## src/rtl/pulse_stretcher.sv

```systemverilog
// Stretches single-cycle event pulses into HOLD_CYCLES-wide output assertions separated
// by GAP_CYCLES low intervals, replaying events that arrive while busy from a saturating queue.
module pulse_stretcher #(
    parameter int HOLD_CYCLES = 8,
    parameter int GAP_CYCLES  = 4,
    parameter int PEND_W      = 3
) (
    input  logic              clk,
    input  logic              rst_n,
    input  logic              ev_1p,
    input  logic              en,
    input  logic              ovf_clr,
    output logic              out,
    output logic              busy,
    output logic [PEND_W-1:0] pending,
    output logic              overflow
);

    localparam int MAXC  = (HOLD_CYCLES > GAP_CYCLES) ? HOLD_CYCLES : GAP_CYCLES;
    localparam int CNT_W = (MAXC > 1) ? $clog2(MAXC) : 1;

    typedef enum logic [1:0] {IDLE, ACTIVE, GAP} state_t;

    state_t             state, state_d;
    logic [CNT_W-1:0]   cnt, cnt_d;
    logic               out_d;
    logic               acc, cnt_zero, launch, inc, dec, pend_full, ovf_set;

    assign acc       = ev_1p & en;
    assign cnt_zero  = (cnt == '0);
    assign pend_full = &pending;
    // Last GAP cycle relaunches from the queue or from an event arriving right now.
    assign launch    = (state == GAP) && cnt_zero && en && ((pending != '0) || ev_1p);
    assign inc       = acc && (state != IDLE);
    assign dec       = launch;
    assign ovf_set   = inc && !dec && pend_full;

    always_ff @(posedge clk or negedge rst_n) begin
        if (!rst_n) begin
            state <= IDLE;
            cnt   <= '0;
            out   <= 1'b0;
        end else begin
            state <= state_d;
            cnt   <= cnt_d;
            out   <= out_d;
        end
    end

    always_comb begin
        state_d = state;
        cnt_d   = cnt;
        unique case (state)
            IDLE: begin
                if (acc) begin
                    state_d = ACTIVE;
                    cnt_d   = CNT_W'(HOLD_CYCLES - 1);
                end
            end
            ACTIVE: begin
                if (cnt_zero) begin
                    state_d = GAP;
                    cnt_d   = CNT_W'(GAP_CYCLES - 1);
                end else begin
                    cnt_d = cnt - 1'b1;
                end
            end
            GAP: begin
                if (!cnt_zero) begin
                    cnt_d = cnt - 1'b1;
                end else if (launch) begin
                    state_d = ACTIVE;
                    cnt_d   = CNT_W'(HOLD_CYCLES - 1);
                end else begin
                    state_d = IDLE;
                    cnt_d   = '0;
                end
            end
            default: begin
                state_d = IDLE;
                cnt_d   = '0;
            end
        endcase
    end

    always_comb begin
        out_d = (state_d == ACTIVE);
    end

    assign busy = (state != IDLE);

    always_ff @(posedge clk or negedge rst_n) begin
        if (!rst_n) begin
            pending  <= '0;
            overflow <= 1'b0;
        end else begin
            if (!en)
                pending <= '0;
            else if (inc && !dec && !pend_full)
                pending <= pending + PEND_W'(1);
            else if (dec && !inc)
                pending <= pending - PEND_W'(1);

            if (ovf_set)
                overflow <= 1'b1;
            else if (ovf_clr)
                overflow <= 1'b0;
        end
    end

endmodule

```

## config.mk

```make
export PLATFORM = sky130hd
export DESIGN_NAME = pulse_stretcher
export DESIGN_NICKNAME = d
export VERILOG_FILES = /design/src/rtl/pulse_stretcher.sv
export SDC_FILE = /design/constraint.sdc
export NUM_CORES = 1
export LEC_CHECK = 0
export ABC_AREA = 1
export BUFFER_PORTS_ARGS = -buffer_cell sky130_fd_sc_hd__buf_2
export CAP_MARGIN = 20
export CORE_MARGIN = 4
export CORE_UTILIZATION = 45
export DETAILED_ROUTE_END_ITERATION = 16
export GPL_TIMING_DRIVEN = 0
export PLACE_DENSITY = 0.69
export SYNTH_ARGS = -nofsm -noshare
export SYNTH_HDL_FRONTEND = slang
export SYNTH_SLANG_ARGS = --single-unit
```

## constraint.sdc

```tcl
create_clock -name clk -period 2 [get_ports clk]
set_clock_uncertainty 0.05 [all_clocks]
set_input_delay 0.1 -clock clk [delete_from_list [all_inputs] [get_ports clk]]
set_output_delay 0.1 -clock clk [all_outputs]
set_load 0.05 [all_outputs]
```

# == Word-level counts from Yosys, hierarchy flattened ==
# Cells that the tools add are included.
# op_classes
addsub,3
n_eq_ne,5
muxes,15
bitwise,1
n_reduce_logical,18
# ops
op,n
$mux W3,7
$pmux W3 S3,1
$logic_and A1 B1 Y1,8
$mux W2,3
$pmux W2 S3,1
$sub A3 B1 Y3 const B,2
$eq A2 B1 Y1 const B,2
$reduce_bool A2 Y1,2
$add A3 B1 Y3 const B,1
$logic_not A1 Y1,3
$logic_not A3 Y1,1
$mux W1,3
$ne A3 B1 Y1 const B,1
$reduce_and A3 Y1,1
$reduce_bool A3 Y1,1
$eq A2 B2 Y1 const B,1
$logic_not A2 Y1,1
$ne A2 B2 Y1 const B,1
$and A1 B1 Y1,1
$logic_or A1 B1 Y1,1
# totals
register_bits,10
inputBits,5
out_inout_bits,6
word_cells,47

# == Logic depth before layout (Yosys ltp) ==
# logic_depth
ltp_word,9
ltp_mapped,11
depth_no_buf,11

# == Least setup slack after synthesis ==
# No wires, ideal clock.
# synth_path
path_kind,flip-flop to flip-flop
startpoint,reg cnt[0]
endpoint,reg pending[1]
setup_time_ps,76
arrival_ps,1963
required_time_ps,1874
setup_slack_ps,-89
stages_incl_launch_ff,10
path_buffers,0
synth_period_minus_slack_ps,2089
path_cell_list,dfrtp_1 -> inv_1 -> ha_1 -> ha_1 -> nand3_2 -> nand4_2 -> nor2_4 -> fa_1 -> or2_2 -> o21ai_1
# synth_between
elab_chain_cells,9
word_cells_on_any_way,11
cone_classes,1 x eq/ne; 2 x mux; 8 x reduce/logical
# synth_lines
element,line_no,text
"start, declared",25,"logic [CNT_W-1:0] cnt, cnt_d;"
"start signal, assigned",45,cnt <= cnt_d;
$logic_not A3 Y1 (*),30,assign cnt_zero = (cnt == '0);
$logic_and A1 B1 Y1 (*) (3 in a row),33,assign launch = (state == GAP) && cnt_zero && en && ((pending != '0) || ev_1p);
$logic_not A1 Y1,99,else if (inc && !dec && !pend_full)
$logic_and A1 B1 Y1 (2 in a row),99,
$mux W3,99,
$mux W3,97,if (!en)
"end signal, assigned",100,pending <= pending + PEND_W'(1);
"end signal, assigned",102,pending <= pending - PEND_W'(1);
"end, declared",15,"output logic [PEND_W-1:0] pending,"
# Mark *: on every way between the ends. The rest lies on a longest branch, timed or not.
# A chain may end at the register's enable or synchronous reset.

# == Worst setup path in the final report ==
# Ends and elaborated chain as after synthesis.

==> results.md <==
- Status: complete, no violations
- CTS Buf Count: 3
- Post-synth ARST share: 100%
- Nets: 115
- Residual DRC count: 0
- Layout cell share with drive strength beyond 1: 31.7%
- Synth Area in XOR/XNOR: 0%
- CTS tree: yes
- CTS Sinks: 10
- CP delay by family, top: adder cells
- DR vias/cell: 5.25
- CP most frequent cell: ha_4
- Synth warn: 0
- I/O pin cnt: 11
- Arrival time worst endpoint: 2.05 ns
- Initial Utilization: 48.9%
- Vias in the first global route: 621
- Max-slew violation count: 0
- RSZ-0062 raised after global routing: true
- Setup violators final: 0
- Synth Area per Inst: 7.86 sq um
- CTS H-tree lvls: 1
- Syn nets: 91
- CP Buf/Inv Count: 1
- Gr usage total: 17.8%
- Post-synthesis cell type count: 21
- Peak supply drop: 0.944 mV
- Pwr/cell area: 1540 mW/mm^2
- Routed wire per std cell: 12.9 microns
- DRT Pass-1 Iters: 4
- Synth Area in Compound Gates: 14.0%
- Core Util, Final: 64.7%
- Antenna diodes: 0
- Clk Latency, worst-skew pair: 0.26 ns
- Worst-path clk slew: 0.06 ns
- First-pass GRT wire length: 2.66 mm
- Register area share after synthesis: 38.8%
- Clock root buffer: clkbuf_4
- Max incr delay on CP: 0.41 ns
- LEAKAGE: 0.413 nW
- Core Box Area: 0.00132 sq mm
- Post-route ant nets: 0
- Die Area: 0.00210 sq mm
- Area growth, synth to finish: 32.2%
- Hold Slack: 0.180 ns
- WL final: 1.54 mm
- Max stage delay cell, worst path: fa_1
- Chip height: 45.8 microns
- # port buffers: 10
- Mapped Cells: 82
- Slew HR: 77.8%
- Post-DP HPWL: 1.09 mm
- 1st-iter DRT viols: 19
- CP Cell Sequence: inv_2, ha_4, ha_4, nand3_4, nand4_4, nor2_4, fa_1, or2_4, o21ai_1
- #FFs+latches synth: 10
- Synth Flop Type: dfrtp_1
- Crit path capture type: flip-flop
- Gr ovfl total: 0
- Largest family of logic cells by synthesized area: simple AND/OR/NAND/NOR gates
- Fin. Hold Viols: 0
- # fillers: 118
- Total of max-cap violations: 0
- R2R Setup Slk: 0.08 ns
- Adder-Cell Fraction of Synth Area: 8.93%
- DR vias: 625
- Horiz. Die Dim: 45.8 microns
- Worst Path Required: 2.13 ns
- Largest net degree at the start of global routing: 11
- Placer Congestion: 0.829
- Worst-path maximum fanout: 3
- Mux cell area share after synthesis: 0%
- Max Root-Sink Buffers: 2
- Final worst path period share: 96.2%
- Startpoint types: flip-flop
- Post-Synth Simple-Gate Area: 30.1%
- Min-Delay Path Class: in2async
- Minimum clock period: 1.92 ns
- Worst Max-Slew Pin Slew: 0.330 ns
- Initial antenna violation count: 0
- Mapped Area: 644 sq um
- Maximum clock rate: 520 MHz
- Critical path type: reg2reg
- Std-Cell Rows: 13
- Number of enable flip-flop cells after synthesis: 0
-- repair_timing --
| item | in CTS | in global routing |
|---|---|---|
| pin swaps | 5 | 5 |
| hold endpoints to repair | 11 | 0 |
| hold buffers | 2 | 0 |
| setup endpoints to repair | 1 | 2 |
| gates resized for setup | 4 | 1 |
| buffers inserted | 6 | 1 |
-- per-stage QoR --
step	total power, mW	setup WS (ns)	cells	instance area, sq um	TNS [ns]
finish	1.31	0.0760	119	852	0
detailed placement	1.07	-0.118	107	737	-0.118
global route	1.42	-0.0354	119	852	-0.0354
global placement	1.05	-0.0842	107	737	-0.0842
floorplan	0.909	0.00597	82	668	0
CTS	1.29	0.0362	118	845	0
-- layout make-up --
type	count	area [sq um]	share of cell area, %
timing repair buffer	19	123	14.4
multi-input combinational	58	385	45.2
sequential	10	250	29.4
clock buffer	3	22.5	2.64
inverter	14	52.6	6.17
tap	15	18.8	2.20
-- synthesized netlist by cell type, types with 2 or more instances --
master | count | area share, %
a21oi_1 | 3 | 2.3
dfrtp_1 | 10 | 39
ha_1 | 3 | 5.8
inv_1 | 13 | 7.6
nand2_1 | 18 | 10
nand2_2 | 2 | 1.9
nand3_1 | 7 | 5.4
nor2_1 | 5 | 2.9
nor2_2 | 2 | 1.9
o211ai_1 | 3 | 3.5
o21ai_0 | 3 | 2.3
o22ai_1 | 4 | 3.9
-- final timing paths --
path / startpoint / to / depth (start not counted)
max: cnt[0] / pending[1] / 9
min: rst_n / cnt[2] / 2
max reg2reg: cnt[0] / pending[1] / 9
min reg2reg: overflow / overflow / 2
max in group asynchronous: rst_n / pending[2] / 2
min in group clk: ev_1p / state[0] / 3
-- registers in the layout (all words and copies together) (netlist names) --
name	flops
cnt	3
out	1
overflow	1
state	2
pending	3
-- routing by layer --
metal / global-route usage (%) / up-vias / wire [microns]
li1: - / 318 / -
met2: 26.4 / 14 / 734
met4: 10.2 / 0 / 19
met1: 24.5 / 291 / 721
met5: 0 / - / 0
met3: 2.37 / 2 / 61
-- cell families after synthesis --
kind of cell,Yosys count
adder cells (fa/ha/maj),4
AO/OA/AOI/OAI,15
flip-flops,10
buffers and inverters,14
AND/OR/NAND/NOR,39
-- power breakdown --
group / internal [mW] / switching, mW / total (mW)
sequential: 0.286 / 0.0726 / 0.358
combinational: 0.295 / 0.527 / 0.822
clock: 0.0690 / 0.0599 / 0.129
-- layout by cell type, fill, tap and decap left out --
| cell type | synthesis | routed |
|---|---|---|
| buf_4 | 0 | 7 |
| o21ai_0 | 3 | 3 |
| o211ai_1 | 3 | 3 |
| dlygate4sd3_1 | 0 | 2 |
| a21oi_1 | 3 | 3 |
| ha_4 | 0 | 2 |
| fa_1 | 1 | 1 |
| nor2_1 | 5 | 5 |
| clkbuf_4 | 0 | 3 |
| ha_1 | 3 | 1 |
| nand3_1 | 7 | 7 |
| nand2_2 | 2 | 2 |
| inv_2 | 1 | 3 |
| nor2_2 | 2 | 2 |
| nand3_4 | 0 | 1 |
| dfrtp_1 | 10 | 10 |
| o31ai_1 | 1 | 1 |
| nand3b_1 | 1 | 1 |
| nand2_1 | 18 | 18 |
| nand4_4 | 0 | 1 |
| o21ai_1 | 1 | 1 |
| or2_4 | 0 | 1 |
| inv_1 | 13 | 11 |
| nor2_4 | 1 | 1 |
| o22ai_1 | 4 | 4 |
| buf_2 | 0 | 10 |
No activity file was read; power rests on OpenSTA's default activity.
